$ cat config.mk
export PLATFORM = sky130hd
export DESIGN_NAME = fetch_stage
export DESIGN_NICKNAME = d
export VERILOG_FILES = /design/src/rtl/fetch_stage.sv
export SDC_FILE = /design/constraint.sdc
export NUM_CORES = 1
export LEC_CHECK = 0
export CAP_MARGIN = 20
export CORE_MARGIN = 2
export CORE_UTILIZATION = 45
export DETAILED_ROUTE_END_ITERATION = 8
export PLACE_DENSITY = 0.81
export RECOVER_POWER = 100
export SYNTH_ARGS = -nofsm -noshare
export SYNTH_HDL_FRONTEND = slang
export SYNTH_SLANG_ARGS = --single-unit
$ cat constraint.sdc
create_clock -name i_clk -period 6.9 [get_ports i_clk]
set_clock_uncertainty 0.2 [all_clocks]
set_input_delay 1.035 -clock i_clk [delete_from_list [all_inputs] [get_ports i_clk]]
set_output_delay 1.035 -clock i_clk [all_outputs]
set_load 0.005 [all_outputs]
$ cat src/rtl/fetch_stage.sv
// IF stage: owns the PC, reads imem, buffers words in a 2-entry queue and drives IF/ID.
// Latency 1 clk (zero-wait imem); ID stall fills the queue, then imem_req drops.
module fetch_stage #(
    parameter int                ADDR_W   = 32,
    parameter int                DATA_W   = 32,
    parameter logic [ADDR_W-1:0] RESET_PC = 'h1,
    parameter int                PC_STEP  = 4
) (
    input  logic              i_clk,
    input  logic              i_rst_n,
    output logic              o_imem_req,
    output logic [ADDR_W-1:0] o_imem_addr,
    input  logic              i_imem_ready,
    input  logic [DATA_W-1:0] i_imem_rdata,
    input  logic              i_stall,
    input  logic              i_branch_taken,
    input  logic [ADDR_W-1:0] i_branch_target,
    output logic [DATA_W-1:0] o_if_id_instr,
    output logic [ADDR_W-1:0] o_if_id_pc4,
    output logic              o_if_id_valid
);
    localparam logic [ADDR_W-1:0] STEP = ADDR_W'(PC_STEP);

    typedef enum logic [1:0] {S_BOOT, S_FETCH, S_WAIT} state_t;

    state_t            r_state, w_state_nxt;
    logic [ADDR_W-1:0] r_pc;
    logic [1:0]        r_count;
    logic [DATA_W-1:0] r_q_instr [0:1];
    logic [ADDR_W-1:0] r_q_pc4   [0:1];
    logic [DATA_W-1:0] r_if_id_instr;
    logic [ADDR_W-1:0] r_if_id_pc4;
    logic              r_if_id_valid;

    logic              w_req;
    logic              w_fire;
    logic              w_pop;
    logic              w_bypass;
    logic              w_push;
    logic              w_wr_idx;
    logic [ADDR_W-1:0] w_pc4;

    always_comb begin
        w_req    = ((r_state == S_FETCH) && (r_count != 2'd2)) || (r_state == S_WAIT);
        w_fire   = w_req && i_imem_ready && !i_branch_taken;
        w_pop    = !i_branch_taken && !i_stall && (r_count != 2'd0);
        // Empty queue and ID accepting: the returning word skips the queue entirely.
        w_bypass = !i_branch_taken && !i_stall && (r_count == 2'd0) && w_fire;
        w_push   = w_fire && !w_bypass;
        w_wr_idx = w_pop ? (r_count == 2'd2) : (r_count == 2'd1);
        w_pc4    = r_pc + STEP;
    end

    always_comb begin
        w_state_nxt = r_state;
        case (r_state)
            S_BOOT:  w_state_nxt = S_FETCH;
            S_FETCH: if (w_req && !i_imem_ready) w_state_nxt = S_WAIT;
            S_WAIT:  if (i_imem_ready) w_state_nxt = S_FETCH;
            default: w_state_nxt = S_BOOT;
        endcase
        if (i_branch_taken) w_state_nxt = S_FETCH;
    end

    always_ff @(posedge i_clk or negedge i_rst_n) begin
        if (!i_rst_n) begin
            r_state <= S_BOOT;
            r_pc    <= RESET_PC;
        end else begin
            r_state <= w_state_nxt;
            if (i_branch_taken)
                r_pc <= i_branch_target;
            else if (w_fire)
                r_pc <= w_pc4;
        end
    end

    always_ff @(posedge i_clk or negedge i_rst_n) begin
        if (!i_rst_n) begin
            r_count      <= 2'd0;
            r_q_instr[0] <= '0;
            r_q_instr[1] <= '0;
            r_q_pc4[0]   <= '0;
            r_q_pc4[1]   <= '0;
        end else if (i_branch_taken) begin
            r_count <= 2'd0;
        end else begin
            if (w_pop) begin
                r_q_instr[0] <= r_q_instr[1];
                r_q_pc4[0]   <= r_q_pc4[1];
            end
            // Later write wins over the shift when the slot coincides.
            if (w_push) begin
                r_q_instr[w_wr_idx] <= i_imem_rdata;
                r_q_pc4[w_wr_idx]   <= w_pc4;
            end
            r_count <= r_count + {1'b0, w_push} - {1'b0, w_pop};
        end
    end

    always_ff @(posedge i_clk or negedge i_rst_n) begin
        if (!i_rst_n) begin
            r_if_id_instr <= '0;
            r_if_id_pc4   <= '0;
            r_if_id_valid <= 1'b0;
        end else if (i_branch_taken) begin
            r_if_id_instr <= '0;
            r_if_id_valid <= 1'b0;
        end else if (i_stall) begin
            r_if_id_valid <= r_if_id_valid;
        end else if (w_pop) begin
            r_if_id_instr <= r_q_instr[0];
            r_if_id_pc4   <= r_q_pc4[0];
            r_if_id_valid <= 1'b1;
        end else if (w_bypass) begin
            r_if_id_instr <= i_imem_rdata;
            r_if_id_pc4   <= w_pc4;
            r_if_id_valid <= 1'b1;
        end else begin
            r_if_id_instr <= '0;
            r_if_id_valid <= 1'b0;
        end
    end

    assign o_imem_req    = w_req;
    assign o_imem_addr   = r_pc;
    assign o_if_id_instr = r_if_id_instr;
    assign o_if_id_pc4   = r_if_id_pc4;
    assign o_if_id_valid = r_if_id_valid;

endmodule

Word-level counts from Yosys, hierarchy flattened
Cells that the tools add are included.
{"block": "classes", "n_addsub": 3, "magnitude_cmp": 2, "eq_ne": 8, "mux": 28, "bitwise_logic": 3, "reduce_logical": 23}
{"op": "2-to-1 mux 32 bit", "n": 13}
{"op": "bitwise mux 64 bit", "n": 2}
{"op": "2-to-1 mux 64 bit", "n": 2}
{"op": "adder 32 x 3 -> 32 bit (second input constant)", "n": 1}
{"op": "demux 32 bit (select 1 bit)", "n": 1}
{"op": "logical AND 1 bit", "n": 10}
{"op": "2-to-1 mux 2 bit", "n": 4}
{"op": "one-hot mux 2 bit (3 select lines)", "n": 1}
{"op": "nonzero test 2 bit", "n": 3}
{"op": "2-to-1 mux 1 bit", "n": 5}
{"op": "== test 2 x 1 -> 1 bit (second input constant)", "n": 2}
{"op": "== test 2 bit (second input constant)", "n": 2}
{"op": "logical NOT 1 bit", "n": 4}
{"op": "logical NOT 2 bit", "n": 2}
{"op": "AND reduction 2 bit", "n": 2}
{"op": "inequality test 3 x 2 -> 1 bit (second input constant)", "n": 1}
{"op": "inequality test 3 bit (second input constant)", "n": 1}
{"op": "AND reduction 3 bit", "n": 1}
{"op": "adder 2 x 1 -> 2 bit", "n": 1}
{"op": ">= comparator 2 bit (second input constant)", "n": 1}
{"op": "less-than comparator 2 x 1 -> 1 bit (second input constant)", "n": 1}
{"op": "inequality test 2 x 1 -> 1 bit (second input constant)", "n": 1}
{"op": "inequality test 2 bit (second input constant)", "n": 1}
{"op": "inverter 1 bit", "n": 2}
{"op": "3 further kinds", "n": 3}
{"block": "totals", "reg_bits": 229, "inputBits": 69, "output_inout_bits": 98, "word_cells": 77}

Logic depth before layout (Yosys ltp)
Gate-level depths: netlist of run 1.
{"block": "logic_depth", "depth_word": 11, "depth_mapped": 12, "ltp_nobuf": 10}

Worst setup path after synthesis of run 1
Ideal clock, no wire load.
{"block": "synth_timing", "path_kind": "input port to flip-flop", "start": "input port i_branch_taken", "end": "register r_q_pc4[41] (netlist name)", "setup_ns": 0.123, "arrival_time_ns": 2.653, "required_ns": 6.577, "setup_slack_ns": 3.925, "path_stages": 8, "n_path_buf": 3, "cell_sequence": "buf_2 nor2_2 mux2_2 a31o_1 buf_2 and2_1 buf_2 o221a_2"}
{"block": "synth_between", "elab_chain_cells": 11, "elab_cells_between_ends": 19, "classes_between": "2 x order compare; 7 x mux; 1 x bitwise; 9 x reduce/logical"}
{"element": "from (decl)", "line": "16", "text": "input logic i_branch_taken,"}
{"element": "logical NOT 1 bit", "line": "45, 46, 48"}
{"element": "logical AND 1 bit", "line": "46, 48"}
{"element": "logical AND 1 bit", "line": "46", "text": "w_pop = !i_branch_taken && !i_stall && (r_count != 2'd0);"}
{"element": "2-to-1 mux 1 bit", "line": "50", "text": "w_wr_idx = w_pop ? (r_count == 2'd2) : (r_count == 2'd1);"}
{"element": "inverter 1 -> 2 bit (implied by the code)", "line": "95", "text": "r_q_pc4[w_wr_idx] <= w_pc4;"}
{"element": ">= comparator 2 bit (implied by the code) or less-than comparator 2 x 1 -> 1 bit (tied branches)", "line": "95"}
{"element": "logical AND 1 bit (implied by the code)", "line": "95"}
{"element": "2-to-1 mux 32 bit (implied by the code)", "line": "95"}
{"element": "demux 32 bit (select 1 bit)", "line": "95"}
{"element": "bitwise mux 64 bit", "line": "95"}
{"element": "2-to-1 mux 64 bit", "line": "93", "text": "if (w_push) begin"}
{"element": "to (signal, indexed assignment)", "line": "95"}
{"element": "to (decl)", "line": "30", "text": "logic [ADDR_W-1:0] r_q_pc4 [0:1];"}
Parallel ways exist; a longest one is shown, timed or not. The select of a mux whose other input is x is not followed.
A chain may end at the register's enable or synchronous reset.

Worst setup path in the final report of run 1
{"block": "layout_timing", "start": "input port i_imem_ready", "end": "register r_if_id_pc4[2], in the netlist o_if_id_pc4[2]"}
{"block": "layout_between", "elab_chain_cells": 5}
{"element": "from (decl)", "line": "13", "text": "input logic i_imem_ready,"}
{"element": "logical AND 1 bit (2 in a row)", "line": "45", "text": "w_fire = w_req && i_imem_ready && !i_branch_taken;"}
{"element": "logical AND 1 bit", "line": "48", "text": "w_bypass = !i_branch_taken && !i_stall && (r_count == 2'd0) && w_fire;"}
{"element": "nonzero test 2 bit (no source line)"}
{"element": "AND reduction 3 bit (no source line)"}
{"element": "to (signal assigned)", "line": "113", "text": "r_if_id_pc4 <= r_q_pc4[0];"}
{"element": "to (signal assigned)", "line": "117", "text": "r_if_id_pc4 <= w_pc4;"}
{"element": "to (decl)", "line": "32", "text": "logic [ADDR_W-1:0] r_if_id_pc4;"}
No other way between the ends.

==> summary.md, run 1 <==
| Metric | Value |
|---|---|
| Outcome | `finished, violations left` |
| Failing checks | `capacitance limit, slew limit` |
| Via count | `8511` |
| Buf/Inv on CP | `4` |
| HP Class | `flip-flop to flip-flop` |
| Peak supply drop | `0.000213 V` |
| Post-synth EDFFs | `0` |
| Fin Setup TNS | `0 ns` |
| Initial DRC count | `722` |
| Post_cts resized | `0` |
| Num CTS Buffers | `24` |
| Crit path required time | `7.02 ns` |
| Post-Syn Area | `10300 µm²` |
| CTS Buffer Depth | `3` |
| Asr flop ratio synth | `100%` |
| Post-DR wirelength/cell | `19.4 µm` |
| PnR worst setup slack | `1.79 ns` |
| HPWL after DPL | `17.4 mm` |
| Setup violations, final | `0` |
| Final WL | `28.0 mm` |
| YS warnings | `0` |
| Gp weighted congestion | `0.817` |
| Gr usage total | `23.1%` |
| Seq pwr share | `46.7%` |
| CTS root buf | `clkbuf_16` |
| Pwr Total | `4.58 mW` |
| First-pass GRT wire length | `44.9 mm` |
| H-tree levels | `1` |
| CP Max Fanout | `33` |
| Initial Util | `45.7%` |
| Critical path arrival | `5.23 ns` |
| CP Cell Sequence | `dlygate4sd3_1 -> clkbuf_1 -> clkinv_1 -> nor3_1 -> clkbuf_1 -> a221oi_1` |
| Sw Ratio | `29.8%` |
| Fin crit share | `74.0%` |
| Mapped Nets | `1077` |
| Syn Area/Cell | `10.2 µm²` |
| Worst path max stage delay | `1.30 ns` |
| PortBufs | `166` |
| Clk slew on worst S/H paths | `0.06 ns` |
| Die area | `24100 µm²` |
| Leakage Power | `5.71 nW` |
| ANT cells | `0` |
| Most frequent CP cell | `clkbuf_1` |
| Vias per inst | `5.89` |
| Largest net degree at the start of global routing | `198` |
| Synthesized flop and latch total | `229` |
| Initial antenna violation count | `0` |
| Clock Power Share | `30.2%` |
| Finished Cell Area | `13000 µm²` |
| Hold-fix buffers, CTS | `0` |
| Antenna viol nets, final | `0` |
| Synthesized instance count | `1005` |
| CTS tree | `built` |
| Fin crit period | `5.11 ns` |
| Int Power | `3.22 mW` |
| Row cnt | `55` |
| Area growth from synthesis to layout | `26.5%` |
| DRC viols | `0` |
| Core Area | `22500 µm²` |
| Layout Cells excl Fill | `1445` |
| Startpoint types | `primary input` |
| Nets@finish | `1214` |
| RSZ-0062 raised after global routing | `no` |
| Clk Latency, worst-skew pair | `0.52 ns` |
| Vias in the first global route | `8538` |
| Slew headroom | `-47.1%` |
| Crit Path Category | `primary input to flip-flop` |
| Crit path max-delay family | `buffers and inverters` |
| Power per cell area | `352 nW/µm²` |
| Maximum clock rate | `0.196 GHz` |
| Cells after DPL | `1399` |
| Die Ht | `155 µm` |
| Max-slew violations | `159` |
| Share of cells above drive strength 1 | `10.5%` |
| Buffer count from post-CTS setup fixing | `0` |
| P_sw | `1.36 mW` |
| Max cap viols | `4` |
| Combinational power share | `23.1%` |
| Unique cell type count in the Yosys netlist | `59` |
| Cell Area, Placed | `12100 µm²` |
| IO Pins | `167` |
| Sink Count | `229` |
| Top_reg_cell synth | `dfrtp_1` |
| Post-Place Worst Slack | `2.68 ns` |
| Final hold viol count | `0` |
| Chip Width | `155 µm` |
| Seq/Total Area, Yosys | `55.8%` |
| Total gr overflow | `0` |
| CP max-delay cell | `clkbuf_1` |
| Slew @ Worst Pin | `2.21 ns` |
| Crit end category | `flip-flop` |
| Initial DRT Pass Iterations | `5` |
-- path summary, 6_finish.rpt --
path / from / to / slack [ns] / cells past startpoint
max in group asynchronous: i_rst_n / o_if_id_instr[21]$_DFFE_PN0P_ / 3.85 / 2
worst max-delay path: i_imem_ready / o_if_id_pc4[2]$_DFFE_PN0P_ / 1.79 / 6
worst max register to register: r_count[0]$_DFF_PN0_ / flip-flop / 2.97 / 6
worst min-delay path: flip-flop / flip-flop / 0.28 / 2
min in group asynchronous: i_rst_n / o_imem_addr[9]$_DFFE_PN0N_ / 0.85 / 1
worst min register to register: flip-flop / flip-flop / 0.28 / 2
-- metrics by stage --
step,util (%),hold WS (ns)
floorplan,-,0.251
global placement,53.9,0.264
detailed placement,53.9,0.271
CTS,57.7,0.172
global route,57.8,0.312
finish,57.8,0.281
-- synthesized netlist by cell type, drive strengths merged, types with 2 or more instances --
cell type / n / area (µm²)
dfrtp: 228 / 5710
nand2: 150 / 566
nor2: 81 / 309
o21ai: 67 / 335
o22ai: 59 / 369
a21oi: 57 / 285
a22oi: 45 / 338
clkbuf: 45 / 169
mux2: 41 / 462
xor2: 29 / 254
buf: 27 / 141
nand3: 21 / 115
xnor2: 21 / 184
nand4: 17 / 143
inv: 15 / 56.3
a211oi: 13 / 97.6
o221a: 13 / 146
nor3: 11 / 60.1
a31oi: 9 / 62.6
nor4: 6 / 67.6
or3: 6 / 37.5
and3: 5 / 31.3
a221o: 4 / 40.0
and4: 4 / 36.3
or4: 4 / 30.0
ha: 3 / 37.5
nand2b: 3 / 18.8
o31ai: 3 / 22.5
and2: 2 / 13.8
nor2b: 2 / 12.5
or4b: 2 / 20.0
-- power by group through the flow --
stage | Combinational, mW | Clock (mW) | Sequential [mW]
final | 1.06 | 1.38 | 2.14
after CTS | 1.11 | 1.40 | 2.14
after global routing | 1.18 | 1.46 | 2.19
after global placement | 1.05 | 0 | 2.13
after detailed placement | 1.10 | 0 | 2.15
after floorplan | 0.608 | 0 | 2.06
-- tightest hold or removal path: stages, from the launching register on --
cell     delay, ns
dfrtp_1       0.34
nand2_1       0.04
o21ai_0       0.06
-- area by class of cell --
class	instances	area (µm²)
fill	1842	9500
sequential	229	5730
multi-input combinational	688	4180
timing repair buffer	183	1820
clock buffer	35	733
tap	285	357
clock inverter	9	129
inverter	16	60.1
-- layer usage --
layer	vias up	GRT usage [%]	routed length, µm
li1	3876	-	-
met1	4215	31.2	11500
met2	355	38.0	13700
met3	65	3.76	1980
met4	0	8.55	850
met5	-	0	0
-- cell families after synthesis --
| group | count (synthesis) | share of synthesized area (%) |
|---|---|---|
| buf+inv | 88 | 3.60 |
| simple gates | 316 | 14.3 |
| compound gates | 277 | 17.1 |
| xor+xnor | 50 | 4.26 |
| flops | 229 | 55.8 |
| fa+ha+maj | 3 | 0.365 |
| mux | 42 | 4.59 |
-- placed cells by master, fill, tap and decap left out, types with 21 or more instances in the layout --
cell               n
dfrtp_1          228
xnor2_1           21
o22ai_1           59
clkdlybuf4s50_1   67
nor2_1            78
a21oi_1           57
o21ai_0           66
clkbuf_16         25
xor2_1            29
a22oi_1           45
mux2_2            41
nand2_1          149
dlygate4sd3_1     97
Note: power is estimated with default switching activity, not from simulation.
==> inputs of run 2 (changes only) <==
- clock period: 6.9 -> 4.9 ns (I/O delays scaled with it)
==> run 2 against run 1 <==
Compared with the run above: the flow still finishes with violations (capacitance limit, slew limit); clock power up 38%; count of clock-buffer cells in the layout increased by 1; critical path depth up 4; highest routed layer unchanged.
==> summary.md, run 2 (synthesis gave the netlist of run 1 again) <==
| Metric | Value |
|---|---|
| Outcome | `finished, violations left` |
| Failing checks | `capacitance limit, slew limit` |
| Core Area | `22500 µm²` |
| Critical path arrival | `4.08 ns` |
| Crit path required time | `5.12 ns` |
| PnR worst setup slack | `1.03 ns` |
| Max-slew violations | `276` |
| Sw Ratio | `29.8%` |
| HP Class | `flip-flop to flip-flop` |
| Setup violations, final | `0` |
| Row cnt | `55` |
| Worst r2r src | `r_count[0]$_DFF_PN0_` |
| R2r setup slk | `1.09 ns` |
| Clk slew on worst S/H paths | `0.06 ns` |
| Crit end category | `flip-flop` |
| Leakage Power | `5.70 nW` |
| Post_cts resized | `0` |
| CTS tree | `built` |
| Max cap viols | `4` |
| Hold Path Stages | `2` |
| Worst path max stage delay | `1.11 ns` |
| DRC viols | `0` |
| Via count | `8546` |
| Clock Power Share | `29.9%` |
| Initial DRT Pass Iterations | `5` |
| Int Power | `4.48 mW` |
| Met1 Resource Use GR | `31.9%` |
| Hold-fix buffers, CTS | `0` |
| IO Pins | `167` |
| GRT met3 Usage | `4.01%` |
| Share of cells above drive strength 1 | `10.4%` |
| Post-DR wirelength/cell | `19.4 µm` |
| Post-Place Worst Slack | `1.41 ns` |
| Vias in the first global route | `8648` |
| CTS Buffer Depth | `3` |
| Die Ht | `155 µm` |
| Most frequent cells in the layout | `dfrtp_1 (228), nand2_1 (149), dlygate4sd3_1 (97)` |
| Commonest non-fill, non-tap cell in the layout | `dfrtp_1` |
| Final WL | `28.0 mm` |
| Met2 Track Usage GR | `37.7%` |
| Total gr overflow | `0` |
| Power per cell area | `494 nW/µm²` |
| RSZ-0062 raised after global routing | `no` |
| Largest net degree at the start of global routing | `130` |
| Num CTS Buffers | `25` |
| Initial Util | `45.7%` |
| Buffer count from post-CTS setup fixing | `0` |
| CP Cell Sequence | `clkdlybuf4s50_1 -> nor2_2 -> o21ai_0 -> buf_4 -> inv_1 -> clkbuf_1 -> a31o_2 -> buf_4 -> a21oi_1 -> a211oi_1` |
| Antenna viol nets, final | `0` |
| Clk Latency, worst-skew pair | `0.52 ns` |
| Initial DRC count | `676` |
| Fin crit period | `3.87 ns` |
| Chip Width | `155 µm` |
| Fin Setup TNS | `0 ns` |
| Maximum clock rate | `0.259 GHz` |
| Crit Path Category | `primary input to flip-flop` |
| Vias per inst | `5.91` |
| Die area | `24100 µm²` |
| ANT cells | `0` |
| H-tree levels | `1` |
| Seq pwr share | `47.0%` |
| Reg2reg path depth | `6` |
| Gr usage total | `23.5%` |
| Sink Count | `229` |
| Area growth from synthesis to layout | `25.8%` |
| Startpoint types | `primary input` |
| Combinational power share | `23.1%` |
| P_sw | `1.91 mW` |
| HPWL after DPL | `17.9 mm` |
| First-pass GRT wire length | `45.7 mm` |
| Slew headroom | `-113%` |
| Fin crit share | `78.9%` |
| Gp weighted congestion | `0.836` |
| Nets@finish | `1216` |
| Initial antenna violation count | `0` |
| Final hold viol count | `0` |
| CP max-delay cell | `clkbuf_1` |
| Most frequent CP cell | `buf_4` |
| CTS root buf | `clkbuf_16` |
| PortBufs | `166` |
| Most used routing layer | `met2` |
| Peak supply drop | `0.000233 V` |
| Slew @ Worst Pin | `3.19 ns` |
| CP Max Fanout | `50` |
==> run 2: critical path, delay by kind of cell <==
| kind | cells | cell delay (ns) |
|---|---|---|
| buffers and inverters | 5 | 2.37 |
| and+or+nand+nor | 1 | 0.21 |
| AOI/OAI and AO/OA | 4 | 0.75 |
==> run 2: stage by stage <==
stage	utilization [%]	cells	cell area [µm²]	total power, mW	hold slack, ns
2_1_floorplan	-	1005	10300	3.76	0.239
4_1_cts	57.7	1445	13000	6.50	0.170
6_report	57.5	1445	12900	6.39	0.284
3_3_place_gp	53.9	1401	12100	4.48	0.263
5_1_grt	57.5	1445	12900	6.74	0.305
3_5_place_dp	53.9	1402	12100	4.58	0.273
==> run 2: how the worst max path moves through the flow <==
stage	startpoint	to	slack, ns	depth (start not counted)
floorplan	i_branch_taken	r_q_pc4[41]$_DFFE_PN0N_	2.22	8
global route	i_stall	r_q_pc4[54]$_DFFE_PN0N_	0.70	10
CTS	r_count[1]$_DFF_PN0_	o_imem_req	1.49	4
global placement	i_stall	r_q_pc4[54]$_DFFE_PN0N_	1.55	10
finish	i_stall	r_q_pc4[54]$_DFFE_PN0N_	1.03	10
detailed placement	i_stall	r_q_pc4[54]$_DFFE_PN0N_	1.41	10
==> run 2: metal layers <==
layer / share of wire (%) / vias up
met5: 0 / -
met4: 3.4 / 0
met3: 6.6 / 66
met2: 48 / 361
met1: 42 / 4246
li1: - / 3873
==> run 2: cell type report <==
cell class	count	area, µm²
clock inverters	7	88.8
fillers	1841	9570
multi-input cells	688	4170
inverters	16	60.1
repair buffers	184	1780
flip-flops and latches	229	5730
well taps	285	357
clock buffers	36	747
==> run 2: power groups by stage <==
stage | Clock [mW] | Combinational, mW | Sequential (mW)
2_1_floorplan | 0 | 0.856 | 2.90
3_3_place_gp | 0 | 1.48 | 2.99
3_5_place_dp | 0 | 1.56 | 3.02
4_1_cts | 1.93 | 1.56 | 3.00
5_1_grt | 2.01 | 1.65 | 3.08
6_report | 1.91 | 1.48 | 3.01
==> inputs of run 3 (changes only) <==
- PLACE_DENSITY: 0.81 -> 0.84
- clock period: 4.9 -> 3.2 ns (I/O delays scaled with it)
==> run 3 against run 2 <==
Compared with the run above: the flow still finishes with violations (capacitance limit, slew limit); core utilization hardly changed; cell area about the same; flip-flop and latch count stayed put; clock power up 37%; non-clock buffer count is 17 higher; highest routed layer unchanged.
==> summary.md, run 3 (synthesis gave the netlist of run 1 again) <==
| Metric | Value |
|---|---|
| Crit end category | `output pin` |
| Via count | `8678` |
| Fin Setup TNS | `0 ns` |
| Die Ht | `155 µm` |
| Post-DR wirelength/cell | `19.5 µm` |
| Vias per inst | `5.94` |
| H-tree levels | `1` |
| Sw Ratio | `30.1%` |
| Die area | `24100 µm²` |
| HP Class | `primary input to flip-flop` |
| Combinational power share | `24.1%` |
| Max cap viols | `1` |
| Fin crit period | `3.06 ns` |
| PortBufs | `166` |
| Largest net degree at the start of global routing | `105` |
| Initial DRT Pass Iterations | `4` |
| Leakage Power | `5.70 nW` |
| CTS Buffer Depth | `3` |
| Seq pwr share | `48.3%` |
| P_sw | `2.86 mW` |
| Crit Path Category | `flip-flop to output pin` |
| Num CTS Buffers | `25` |
| Startpoint types | `flip-flop` |
| Nets@finish | `1233` |
| Sink Count | `229` |
| CTS root buf | `clkbuf_16` |
| Fin crit share | `95.8%` |
| Peak supply drop | `0.000340 V` |
| Chip Width | `155 µm` |
| Core Area | `22500 µm²` |
| Worst path max stage delay | `0.60 ns` |
| IO Pins | `167` |
| Vias in the first global route | `8774` |
| Max-slew violations | `46` |
| Gr usage total | `23.7%` |
| HPWL after DPL | `18.3 mm` |
| ANT cells | `0` |
| Initial DRC count | `749` |
| CP Cell Sequence | `nor2b_1 -> o21a_2 -> inv_4 -> buf_4 -> dlygate4sd3_1` |
| DRC viols | `0` |
| Power per cell area | `734 nW/µm²` |
| Area growth from synthesis to layout | `25.9%` |
| CTS tree | `built` |
| Gp weighted congestion | `0.824` |
| CP max-delay cell | `dlygate4sd3_1` |
| CP Max Fanout | `13` |
| Outcome | `finished, violations left` |
| Antenna viol nets, final | `0` |
| Clk Latency, worst-skew pair | `0.51 ns` |
| Final hold viol count | `0` |
| Clock Power Share | `27.6%` |
| Slew headroom | `-14.8%` |
| Crit path required time | `2.52 ns` |
| Total gr overflow | `0` |
| Share of cells above drive strength 1 | `10.7%` |
| Most frequent cells in the layout | `dfrtp_1 (228), nand2_1 (149), dlygate4sd3_1 (99)` |
| Failing checks | `capacitance limit, slew limit` |
| Buffer count from post-CTS setup fixing | `0` |
| Commonest non-fill, non-tap cell in the layout | `dfrtp_1` |
| First-pass GRT wire length | `46.5 mm` |
| Int Power | `6.63 mW` |
| RSZ-0062 raised after global routing | `no` |
| Initial antenna violation count | `0` |
| Maximum clock rate | `0.326 GHz` |
| Initial Util | `45.7%` |
| Slew @ Worst Pin | `1.72 ns` |
| Final WL | `28.4 mm` |
| Setup violations, final | `0` |
| Fill cell count | `1838` |
| Critical path arrival | `2.38 ns` |
| Clk slew on worst S/H paths | `0.06 ns` |
| Row cnt | `55` |
| Pwr Total | `9.49 mW` |
[run 3: what timing repair did]
item / 4_1_cts / 5_1_grt
resized for setup: 0 / 2
setup endpoints to repair: 0 / 1
hold buffers: 1 / 0
hold endpoints to repair: 97 / 0
[run 3: worst paths after layout]
kind,startpoint,depth (start not counted),slack (ns),to
setup / recovery,r_count[1]$_DFF_PN0_,5,0.14,o_imem_req
hold / removal,i_branch_taken,3,0.27,r_count[1]$_DFF_PN0_
setup reg to reg,o_imem_addr[2]$_DFFE_PN0N_,6,0.30,o_imem_addr[24]$_DFFE_PN0N_
hold reg to reg,flip-flop,2,0.28,flip-flop
max in group asynchronous,i_rst_n,3,0.59,o_imem_addr[29]$_DFFE_PN0N_
min in group asynchronous,i_rst_n,2,0.65,o_imem_addr[9]$_DFFE_PN0N_
[run 3: metrics by stage]
| stage | utilization (%) | std cells | hold slack (ns) | cell area [µm²] | setup slack (ns) |
|---|---|---|---|---|---|
| global placement | 54.5 | 1417 | 0.263 | 12300 | 0.307 |
| CTS | 57.8 | 1459 | 0.188 | 13000 | 0.0761 |
| detailed placement | 54.5 | 1417 | 0.273 | 12300 | 0.182 |
| global route | 57.5 | 1460 | 0.262 | 12900 | 0.0506 |
| floorplan | - | 1005 | -0.0156 | 10300 | 0.749 |
| finish | 57.5 | 1460 | 0.270 | 12900 | 0.135 |
[run 3: power by group through the flow]
| stage | sequential, mW | combinational (mW) | clock, mW |
|---|---|---|---|
| after CTS | 4.58 | 2.42 | 2.66 |
| after global routing | 4.69 | 2.55 | 2.81 |
| after detailed placement | 4.61 | 2.41 | 0 |
| after floorplan | 4.44 | 1.31 | 0 |
| after global placement | 4.58 | 2.29 | 0 |
| final | 4.58 | 2.29 | 2.62 |
[run 3: layout make-up]
class,count,area [µm²],area share [%]
flip-flops and latches,229,5730,44.3
clock inverters,5,28.8,0.222
well taps,285,357,2.76
clock buffers,36,707,5.46
multi-input cells,688,4160,32.2
inverters,16,62.6,0.484
repair buffers,201,1890,14.6
[run 3: worst max-delay path, delay by kind of cell, from the launching register on]
kind	cells	cell delay (ns)
compound gates	1	0.30
buf+inv	3	0.98
flops	1	0.43
simple gates	1	0.15
[run 3: routing by layer]
layer	track usage, %	routed length [µm]
met3	4.09	2030
met4	9.17	893
met1	32.8	11800
met5	0	0
met2	37.6	13700
